## config.mk

```make
export PLATFORM = sky130hd
export DESIGN_NAME = cordic_req_sched
export DESIGN_NICKNAME = d
export VERILOG_FILES = /design/src/rtl/cordic_req_sched_pkg.sv /design/src/rtl/cordic_req_sched_rr_arbiter.sv /design/src/rtl/cordic_req_sched.sv
export SDC_FILE = /design/constraint.sdc
export NUM_CORES = 1
export LEC_CHECK = 0
export ABC_AREA = 1
export BUFFER_PORTS_ARGS = -buffer_cell sky130_fd_sc_hd__buf_2
export CORE_MARGIN = 8
export CORE_UTILIZATION = 30
export CTS_CLUSTER_SIZE = 16
export DETAILED_ROUTE_END_ITERATION = 8
export RECOVER_POWER = 25
export SLEW_MARGIN = 20
export SYNTH_ARGS = -nofsm -noshare
export SYNTH_HDL_FRONTEND = slang
export SYNTH_SLANG_ARGS = --single-unit
```

## constraint.sdc

```tcl
create_clock -name clk_i -period 4.3 [get_ports clk_i]
set_clock_uncertainty 0.2 [all_clocks]
set_input_delay 0.43 -clock clk_i [delete_from_list [all_inputs] [get_ports clk_i]]
set_output_delay 0.43 -clock clk_i [all_outputs]
set_load 0.05 [all_outputs]
```

## src/rtl/cordic_req_sched_pkg.sv

```systemverilog
// Shared definitions for the CORDIC request scheduler.
// Contents:
//   ANGLE_MAX      first out-of-range angle in integer degrees
//   DATA_W_DEFAULT default cos/sin width (signed Q16.16)
//   state_e        one-hot scheduler FSM encoding
package cordic_req_sched_pkg;

    localparam int unsigned ANGLE_MAX      = 360;
    localparam int unsigned DATA_W_DEFAULT = 32;

    typedef enum logic [3:0] {
        StIdle  = 4'b0001,
        StIssue = 4'b0010,
        StWait  = 4'b0100,
        StResp  = 4'b1000
    } state_e;

endpackage

```

## src/rtl/cordic_req_sched_rr_arbiter.sv

```systemverilog
// Combinational round-robin arbiter.
// Picks the first asserted request searching ptr, ptr+1, ... (mod N).
// Ports:
//   req_i  [N-1:0]     request vector
//   ptr_i  [IdxW-1:0]  highest-priority index this round
//   gnt_o  [N-1:0]     one-hot grant (all zero when no request)
//   idx_o  [IdxW-1:0]  index of the granted request
//   any_o              at least one request asserted
module cordic_req_sched_rr_arbiter #(
    parameter  int unsigned N    = 4,
    localparam int unsigned IdxW = $clog2(N)
) (
    input  logic [N-1:0]    req_i,
    input  logic [IdxW-1:0] ptr_i,
    output logic [N-1:0]    gnt_o,
    output logic [IdxW-1:0] idx_o,
    output logic            any_o
);

    logic [2*N-1:0]  req_rot;
    logic [IdxW-1:0] offset;
    logic [IdxW:0]   idx_sum;

    always_comb begin
        // Rotate so that bit 0 is the requester at ptr; the doubled vector makes the wrap free.
        req_rot = {req_i, req_i} >> ptr_i;
        offset  = '0;
        any_o   = 1'b0;
        for (int i = 0; i < int'(N); i++) begin
            if (!any_o && req_rot[i]) begin
                any_o  = 1'b1;
                offset = IdxW'(i);
            end
        end
        idx_sum = {1'b0, ptr_i} + {1'b0, offset};
        if (idx_sum >= (IdxW + 1)'(N)) begin
            idx_sum = idx_sum - (IdxW + 1)'(N);
        end
        idx_o = idx_sum[IdxW-1:0];
        gnt_o = any_o ? (N'(1) << idx_o) : '0;
    end

endmodule

```

## src/rtl/cordic_req_sched.sv

```systemverilog
// Shares one CORDIC rotate engine between NUM_REQ requesters.
// Requests are granted round-robin, issued one at a time, and answered on a single
// tagged valid/ready response channel. A watchdog aborts engine waits after TIMEOUT cycles.
// Ports:
//   clk_i                      clock, rising edge
//   rst_i                      synchronous active-high reset
//   req_valid_i [NUM_REQ]      per-requester request valid
//   req_angle_i [NUM_REQ*AW]   packed angles, slice i = [i*ANGLE_W +: ANGLE_W]
//   req_ready_o [NUM_REQ]      one-hot accept pulse (IDLE only)
//   eng_start_o                one-cycle engine issue pulse
//   eng_angle_o [ANGLE_W]      engine angle, stable from ISSUE through WAIT
//   eng_valid_i                engine result strobe
//   eng_cos_i/eng_sin_i        engine results
//   rsp_valid_o / rsp_ready_i  response handshake
//   rsp_id_o                   owning requester index
//   rsp_cos_o/rsp_sin_o        result (zero on error)
//   rsp_err_o                  angle >= 360 or engine timeout
//   busy_o                     FSM not idle
module cordic_req_sched
    import cordic_req_sched_pkg::*;
#(
    parameter  int unsigned NUM_REQ = 4,
    parameter  int unsigned ANGLE_W = 16,
    parameter  int unsigned DATA_W  = DATA_W_DEFAULT,
    parameter  int unsigned TIMEOUT = 63,
    localparam int unsigned ID_W    = $clog2(NUM_REQ)
) (
    input  logic                       clk_i,
    input  logic                       rst_i,
    input  logic [NUM_REQ-1:0]         req_valid_i,
    input  logic [NUM_REQ*ANGLE_W-1:0] req_angle_i,
    output logic [NUM_REQ-1:0]         req_ready_o,
    output logic                       eng_start_o,
    output logic [ANGLE_W-1:0]         eng_angle_o,
    input  logic                       eng_valid_i,
    input  logic [DATA_W-1:0]          eng_cos_i,
    input  logic [DATA_W-1:0]          eng_sin_i,
    output logic                       rsp_valid_o,
    input  logic                       rsp_ready_i,
    output logic [ID_W-1:0]            rsp_id_o,
    output logic [DATA_W-1:0]          rsp_cos_o,
    output logic [DATA_W-1:0]          rsp_sin_o,
    output logic                       rsp_err_o,
    output logic                       busy_o
);

    localparam int unsigned TMR_W = $clog2(TIMEOUT + 1);
    // Compare width wide enough to hold 360 even for narrow angle buses.
    localparam int unsigned CMP_W = (ANGLE_W > 9) ? ANGLE_W : 9;

    state_e              state_q;
    logic [ID_W-1:0]     ptr_q;
    logic [TMR_W-1:0]    timer_q;
    logic                eng_start_q;
    logic [ANGLE_W-1:0]  eng_angle_q;
    logic                rsp_valid_q;
    logic [ID_W-1:0]     rsp_id_q;
    logic [DATA_W-1:0]   rsp_cos_q;
    logic [DATA_W-1:0]   rsp_sin_q;
    logic                rsp_err_q;

    logic [NUM_REQ-1:0]  arb_gnt;
    logic [ID_W-1:0]     arb_idx;
    logic                arb_any;
    logic [ANGLE_W-1:0]  angle_sel;
    logic                angle_bad;
    logic [TMR_W-1:0]    timer_inc;
    logic                timer_expired;
    logic [ID_W-1:0]     ptr_next;

    cordic_req_sched_rr_arbiter #(
        .N (NUM_REQ)
    ) u_arb (
        .req_i (req_valid_i),
        .ptr_i (ptr_q),
        .gnt_o (arb_gnt),
        .idx_o (arb_idx),
        .any_o (arb_any)
    );

    always_comb begin
        angle_sel     = req_angle_i[arb_idx*ANGLE_W +: ANGLE_W];
        angle_bad     = CMP_W'(angle_sel) >= CMP_W'(ANGLE_MAX);
        // WAIT lasts at most TIMEOUT cycles: abort when the incremented count reaches TIMEOUT.
        timer_inc     = timer_q + 1'b1;
        timer_expired = (timer_inc == TMR_W'(TIMEOUT));
        ptr_next      = (int'(rsp_id_q) == int'(NUM_REQ) - 1) ? '0 : rsp_id_q + 1'b1;
    end

    always_ff @(posedge clk_i) begin
        if (rst_i) begin
            state_q     <= StIdle;
            ptr_q       <= '0;
            timer_q     <= '0;
            eng_start_q <= 1'b0;
            eng_angle_q <= '0;
            rsp_valid_q <= 1'b0;
            rsp_id_q    <= '0;
            rsp_cos_q   <= '0;
            rsp_sin_q   <= '0;
            rsp_err_q   <= 1'b0;
        end else begin
            eng_start_q <= 1'b0;
            unique case (state_q)
                StIdle: begin
                    if (arb_any) begin
                        rsp_id_q <= arb_idx;
                        if (angle_bad) begin
                            // Out-of-range angle is answered without touching the engine.
                            rsp_valid_q <= 1'b1;
                            rsp_cos_q   <= '0;
                            rsp_sin_q   <= '0;
                            rsp_err_q   <= 1'b1;
                            state_q     <= StResp;
                        end else begin
                            eng_angle_q <= angle_sel;
                            eng_start_q <= 1'b1;
                            state_q     <= StIssue;
                        end
                    end
                end
                StIssue: begin
                    timer_q <= '0;
                    state_q <= StWait;
                end
                StWait: begin
                    timer_q <= timer_inc;
                    // A result in the expiry cycle still wins.
                    if (eng_valid_i) begin
                        rsp_valid_q <= 1'b1;
                        rsp_cos_q   <= eng_cos_i;
                        rsp_sin_q   <= eng_sin_i;
                        rsp_err_q   <= 1'b0;
                        state_q     <= StResp;
                    end else if (timer_expired) begin
                        rsp_valid_q <= 1'b1;
                        rsp_cos_q   <= '0;
                        rsp_sin_q   <= '0;
                        rsp_err_q   <= 1'b1;
                        state_q     <= StResp;
                    end
                end
                StResp: begin
                    if (rsp_ready_i) begin
                        rsp_valid_q <= 1'b0;
                        ptr_q       <= ptr_next;
                        state_q     <= StIdle;
                    end
                end
                default: begin
                    state_q <= StIdle;
                end
            endcase
        end
    end

    assign req_ready_o = (state_q == StIdle) ? arb_gnt : '0;
    assign eng_start_o = eng_start_q;
    assign eng_angle_o = eng_angle_q;
    assign rsp_valid_o = rsp_valid_q;
    assign rsp_id_o    = rsp_id_q;
    assign rsp_cos_o   = rsp_cos_q;
    assign rsp_sin_o   = rsp_sin_q;
    assign rsp_err_o   = rsp_err_q;
    assign busy_o      = (state_q != StIdle);

endmodule

```

# ---- After elaboration in Yosys (flattened, before gate mapping)
# Cells that the tools add are included.
dict set report totals {
  reg_bits 97
  output_inout_bits 90
}
dict set report classes {
  add_sub_neg 4
  n_lt_le_gt_ge 2
  eq_ne 11
  shifts 3
  n_mux 34
  bitwise_logic 3
  reduce_logical 16
}
# operator n
set op_table {}
lappend op_table {{$mux 32} 5}
lappend op_table {{$pmux 32 s2} 2}
lappend op_table {{$shiftx 64x7->16} 1}
lappend op_table {{$mux 4} 7}
lappend op_table {{$ge 16x9->1 const B} 1}
lappend op_table {{$pmux 4 s4} 1}
lappend op_table {{$mux 1} 12}
lappend op_table {{$pmux 6 s2} 1}
lappend op_table {{$mux 2} 4}
lappend op_table {{$shr 8x2->4} 1}
lappend op_table {{$add 6x1->6 const B} 1}
lappend op_table {{$eq 6x6->1 const B} 1}
lappend op_table {{$ne 2x2->1 const B} 3}
lappend op_table {{$reduce_and 3->1} 2}
lappend op_table {{$reduce_and 5->1} 1}
lappend op_table {{$eq 4x1->1 const B} 1}
lappend op_table {{$eq 4x2->1 const B} 1}
lappend op_table {{$eq 4x3->1 const B} 1}
lappend op_table {{$eq 4x4->1 const B} 1}
lappend op_table {{$ne 4x1->1 const B} 1}
lappend op_table {{$reduce_and 2->1} 2}
lappend op_table {{$reduce_and 4->1} 1}
lappend op_table {{$reduce_bool 2->1} 2}
lappend op_table {{$shl 1x2->4 const A} 1}
lappend op_table {{13 further kinds} 19}

# ---- Longest topological paths before layout
dict set report depth {
  word_depth 19
  mapped_depth 24
  ltp_nobuf 21
}

# ---- By module
# From an unflattened synthesis, not the netlist that was laid out.
dict set report hier_totals {
  hier_cells 824
  hier_area_um2 5243.8
}
# mod n_inst cells_each area_per_inst_um2 seq_area_each_um2
set by_module_without_submodules {}
lappend by_module_without_submodules {cordic_req_sched 1 781 5031.1 1941.9}
lappend by_module_without_submodules {cordic_req_sched_rr_arbiter 1 43 212.7 0.0}

# ---- Worst setup path after synthesis
# Ideal clock, no wire load.
dict set report synth_timing {
  path_kind {flip-flop to output port}
  start {register ptr_q[0]}
  end {output req_ready_o[0]}
  t_arrival_ns 2.452
  t_required_ns 3.670
  slack_ns 1.218
  path_stages_with_launch 14
  path_buffers 1
  cell_sequence {dfxtp_1 -> inv_2 -> nand2_1 -> nand3_1 -> nand2_1 -> nand3_1 -> a21boi_0 -> ha_1 -> xor2_2 -> inv_1 -> nand3_4 -> nand2_4 -> buf_2 -> nor2_1}
}
dict set report synth_via {
  elab_chain_len 17
}
# item line_no
set synth_lines {}
lappend synth_lines {{start, declared} cordic_req_sched.sv:52} ;# logic [ID_W-1:0] ptr_q;
lappend synth_lines {{start signal, assigned} cordic_req_sched.sv:146} ;# ptr_q <= ptr_next;
lappend synth_lines {{$shr 8x2->4} cordic_req_sched_rr_arbiter.sv:26} ;# req_rot = {req_i, req_i} >> ptr_i;
lappend synth_lines {{$mux 1} cordic_req_sched_rr_arbiter.sv:30} ;# if (!any_o && req_rot[i]) begin
lappend synth_lines {{$logic_not 1->1} cordic_req_sched_rr_arbiter.sv:30}
lappend synth_lines {{$logic_and 1x1->1} cordic_req_sched_rr_arbiter.sv:30}
lappend synth_lines {{$mux 1} cordic_req_sched_rr_arbiter.sv:30}
lappend synth_lines {{$logic_not 1->1} cordic_req_sched_rr_arbiter.sv:30}
lappend synth_lines {{$logic_and 1x1->1} cordic_req_sched_rr_arbiter.sv:30}
lappend synth_lines {{$mux 1} cordic_req_sched_rr_arbiter.sv:30}
lappend synth_lines {{$logic_not 1->1} cordic_req_sched_rr_arbiter.sv:30}
lappend synth_lines {{$logic_and 1x1->1} cordic_req_sched_rr_arbiter.sv:30}
lappend synth_lines {{$mux 2} cordic_req_sched_rr_arbiter.sv:30}
lappend synth_lines {{$add 2x2->3} cordic_req_sched_rr_arbiter.sv:35} ;# idx_sum = {1'b0, ptr_i} + {1'b0, offset};
lappend synth_lines {{$ge 3x3->1 / $sub 2x1->2 (equally long branches)} {cordic_req_sched_rr_arbiter.sv:36, cordic_req_sched_rr_arbiter.sv:37}}
lappend synth_lines {{$mux 2} cordic_req_sched_rr_arbiter.sv:36} ;# if (idx_sum >= (IdxW + 1)'(N)) begin
lappend synth_lines {{$shl 1x2->4} cordic_req_sched_rr_arbiter.sv:40} ;# gnt_o = any_o ? (N'(1) << idx_o) : '0;
lappend synth_lines {{$mux 4 *} cordic_req_sched_rr_arbiter.sv:40}
lappend synth_lines {{$mux 4 *} cordic_req_sched.sv:157} ;# assign req_ready_o = (state_q == StIdle) ? arb_gnt : '0;
lappend synth_lines {{end, declared} cordic_req_sched.sv:32} ;# output logic [NUM_REQ-1:0] req_ready_o,
# Every way passes the cells marked *; elsewhere a longest branch is shown, timed or not.

# ---- Final worst setup path
dict set report layout_timing {
  start {register ptr_q[0]}
  end {register rsp_sin_q[5], in the netlist rsp_sin_o[5]}
}
dict set report layout_via {
  elab_chain_len 18
}
# item line_no
set layout_lines {}
lappend layout_lines {{$shr 8x2->4} cordic_req_sched_rr_arbiter.sv:26}
lappend layout_lines {{$mux 1} cordic_req_sched_rr_arbiter.sv:30}
lappend layout_lines {{$logic_not 1->1} cordic_req_sched_rr_arbiter.sv:30}
lappend layout_lines {{$logic_and 1x1->1} cordic_req_sched_rr_arbiter.sv:30}
lappend layout_lines {{$mux 1} cordic_req_sched_rr_arbiter.sv:30}
lappend layout_lines {{$logic_not 1->1} cordic_req_sched_rr_arbiter.sv:30}
lappend layout_lines {{$logic_and 1x1->1} cordic_req_sched_rr_arbiter.sv:30}
lappend layout_lines {{$mux 1} cordic_req_sched_rr_arbiter.sv:30}
lappend layout_lines {{[... 2 more ...]} -}
lappend layout_lines {{$mux 2} cordic_req_sched_rr_arbiter.sv:30}
lappend layout_lines {{$add 2x2->3} cordic_req_sched_rr_arbiter.sv:35}
lappend layout_lines {{$ge 3x3->1 / $sub 2x1->2 (equally long branches)} {cordic_req_sched_rr_arbiter.sv:36, cordic_req_sched_rr_arbiter.sv:37}}
lappend layout_lines {{$mux 2} cordic_req_sched_rr_arbiter.sv:36}
lappend layout_lines {{$shiftx 64x7->16} cordic_req_sched.sv:82} ;# angle_sel = req_angle_i[arb_idx*ANGLE_W +: ANGLE_W];
lappend layout_lines {{$ge 16x9->1} cordic_req_sched.sv:83} ;# angle_bad = CMP_W'(angle_sel) >= CMP_W'(ANGLE_MAX);
lappend layout_lines {{$ne 2x2->1 (no line)} -}
lappend layout_lines {{$reduce_and 4->1 (no line) *} -}
lappend layout_lines {{end signal, assigned} cordic_req_sched.sv:132} ;# rsp_sin_q <= eng_sin_i;
lappend layout_lines {{end, declared} cordic_req_sched.sv:59} ;# logic [DATA_W-1:0] rsp_sin_q;
# Marks and branches as above.
# A chain may end at the register's enable or synchronous reset.

==> summary.md <==
| Metric | Value |
|---|---|
| Drt first-iter violations | `approximately 140` |
| Share of layout cells above drive strength 1 | `0.264` |
| Min Hold Slack | `approximately 130 ps` |
| Latest clock arrival within the worst-skew pair | `around 340 ps` |
| Drt pass-1 iters | `4` |
| Crit path DAT | `3610 ps` |
| Critical-path maximum fanout | `41` |
| Rel. slew slack | `0.460` |
| PortBufs | `~230` |
| Fillcell total | `around 1600` |
| R2r worst-path depth | `21` |
| Hold Violations, Final | `0` |
| Htree depth | `3` |
| Pins Over Slew Limit | `0` |
| Critical path cell sequence | `inv_2 > nand2_1 > nand3_1 > nand2_1 > nand3_1 > a21boi_0 > ha_1 > xor2_2 > inv_1 > nand3_4 > nand2_4 > inv_1 > o21ai_0 > nand2_1 > nand2_1 > nand2_1 > nand3_1 > nand2_2 > buf_12 > nand2_1 > a21oi_1` |
| CTS sink count | `a little under 100` |
| Crit path time final | `about 3500 ps` |
| Comb pwr share | `0.237` |
| ANT nets after route | `0` |
| Ys flop type | `dfxtp_1` |
| Worst Path Required | `around 4400 ps` |
| Hold Crit Endpoint | `rsp_sin_o[8]` |
| WL per Instance | `13.7 um` |
| Flop2flop setup slack | `about 770 ps` |
| Avg Cell Area, Syn | `about 7 um2` |
| Ys async rst share | `0` |
| CTS buffer count | `9` |
| Most common cell after layout, fill and taps aside | `nand2_1` |
| DRC viols | `0` |
| Die height | `137 um` |
| Most frequent cells in the layout | `nand2_1, buf_2, dfxtp_1, a21oi_1` |
| GRT Total Usage | `0.145` |
| Placer Congestion | `between 0.8 and 0.9` |
| Max-Cap Viols | `0` |
| Max Clk Rate | `about 0.28 GHz` |
| Post-route setup TNS | `0 ps` |
| Switching share of power | `0.329` |
| Worst reg2reg path startpoint | `ptr_q[0]` |
| Clock power share | `0.363` |
| Synth Warn # | `0` |
| DP Wirelength | `around 11000 um` |
| Die X | `~140 um` |
| Setup violators final | `0` |
| Routed WL | `approximately 14000 um` |
| Total setup buffers inserted after CTS | `0` |
| DP Area | `roughly 0.0056 mm2` |
| Total chip power | `2.32 mW` |
| Initial Util | `0.304` |
| Hold_buf cts | `0` |
| Gr ovfl total | `0` |
| Worst Hold Depth | `3` |
| Static leakage | `about 2.7 nW` |
| Switching power | `0.762 mW` |
| Cell Pwr Density | `roughly 390 mW/mm2` |
| Int Pwr | `1.56 mW` |
| Crit path max-delay family | `simple AND/OR/NAND/NOR gates` |
| Sequential element share of the synthesized area | `0.445` |
| IO Count | `around 230` |
| Post-synth EDFFs | `0` |
| Worst min-delay path category | `input port to flip-flop` |
| Max VDD drop | `roughly 190 uV` |
| CORE AREA | `~0.014 mm2` |
| Pin count of the biggest net entering global routing | `75` |
| Cts repair resizes | `0` |
| Outcome | `complete, no violations` |
| Critical path type | `flip-flop to flip-flop` |
| Root buffer cell | `clkbuf_16` |
| Post-route cell area | `0.00588 mm2` |
| CP Launch Type | `flip-flop` |
| CTS max path bufs | `2` |
| FF+latch count, synth | `97` |
| Nets | `~1000` |
| DR vias/cell | `between 4 and 5` |
| Period utilization | `0.822` |
| Vias | `about 4600` |
| Die area | `approximately 0.019 mm2` |
| CTS tree | `built` |
| Cells after synthesis | `between 600 and 700` |
| Setup crit end kind | `flip-flop` |
| Yosys cell types | `33` |
| Mapped cell area | `between 0.004 and 0.005 mm2` |
| Std cell rows | `between 40 and 50` |
| Flop pwr share | `0.400` |
| Initial antenna violation count | `1` |
| Unrepaired setup endpoints after global routing | `false` |
| Syn nets | `roughly 760` |
| CP dominant cell by count | `nand2_1` |
| Largest stage delay on the critical path | `approximately 440 ps` |
| CP max stage cell | `dfxtp_1` |
| R2r endpoint | `rsp_sin_o[5]` |
| Worst-margin pin slew | `between 800 and 900 ps` |
| First-pass GRT wire length | `around 22000 um` |
| Clock transition at path regs | `~70 ps` |
| Area growth syn-to-layout | `34.8%` |
| WP buf/inv | `4` |
| Number of global-route vias before repair | `around 4500` |
| Critical hold path startpoint | `eng_sin_i[8]` |
[per-layer routing]
layer,vias to the layer above,global-route usage,share of wire
met5,-,0,0
met4,0,0.0482,0.012
met3,14,0.0371,0.047
met2,83,0.254,0.52
met1,2068,0.167,0.42
li1,2406,-,-
[synth_stat cells (all sizes together) (3+ instances only)]
master  count  area, um2
nand2     244        933
dfxtp      97       1940
a21oi      82        410
nor2       46        175
inv        34        128
nand3      30        163
clkbuf     20       76.3
buf        13        100
mux2i      11        110
o21ai      10       50.1
and3        7       43.8
ha          4       50.1
o211ai      4       30.0
or2         4       25.0
xor2        4       42.6
nand4       3       25.0
o31ai       3       22.5
[metrics by stage]
| step | utilization | instances | setup slack [ps] |
|---|---|---|---|
| 2_1_floorplan | - | 621 | 1220 |
| 3_3_place_gp | 0.391 | 1004 | 772 |
| 3_5_place_dp | 0.391 | 1004 | 744 |
| 4_1_cts | 0.413 | 1020 | 745 |
| 5_1_grt | 0.409 | 1021 | 287 |
| 6_report | 0.409 | 1021 | 766 |
[worst max-delay path by stage]
stage	from	endpoint	slack, ps	cells after the start
6_report	ptr_q[0]	rsp_sin_o[5]	770	21
4_1_cts	ptr_q[0]	rsp_sin_o[16]	750	21
3_5_place_dp	req_valid_i[1]	rsp_sin_o[19]	740	21
2_1_floorplan	ptr_q[0]	req_ready_o[0]	1220	13
3_3_place_gp	req_valid_i[1]	rsp_sin_o[0]	770	18
5_1_grt	ptr_q[0]	rsp_sin_o[5]	290	21
[layout make-up]
type                       count  area [um2]  share of cell area
multi-input combinational    457        2130               0.362
sequential                    97        1940               0.330
timing repair buffer         232        1140               0.193
tap                          184         230              0.0392
clock buffer                   9         225              0.0383
inverter                      34         128              0.0217
clock inverter                 7        88.8              0.0151
antenna                        1        2.50            0.000426
[power by group through the flow]
stage / Sequential [mW] / Combinational (mW) / Clock (mW)
3_5_place_dp: 0.949 / 0.555 / 0
5_1_grt: 0.931 / 0.610 / 0.901
4_1_cts: 0.928 / 0.557 / 0.861
3_3_place_gp: 0.949 / 0.557 / 0
6_report: 0.928 / 0.549 / 0.842
2_1_floorplan: 0.986 / 0.376 / 0
[tightest hold or removal path, stage by stage]
cell	delay, ps
buf_2	90
nand2_1	50
a21oi_1	60
[state kept, by name, indices dropped and copies added (netlist names)]
name and cells:
timer_q 6, rsp_cos_o 32, rsp_id_o 2, rsp_err_o 1
rsp_sin_o 32, state_q 4, ptr_q 2, eng_angle_o 16
eng_start_o 1, rsp_valid_o 1
[logic make-up (layout without fill, tap and decap cells)]
group           count (synthesis)  in the layout  synth area share
fa+ha+maj                       4              4            0.0115
xor+xnor                        4              4           0.00975
mux                            11             11            0.0252
other cells                     0              1                 0
compound gates                103            103             0.124
buf+inv                        67            282            0.0697
simple gates                  335            335             0.314
flops                          97             97             0.445
Power figures use the tool's default switching activity.
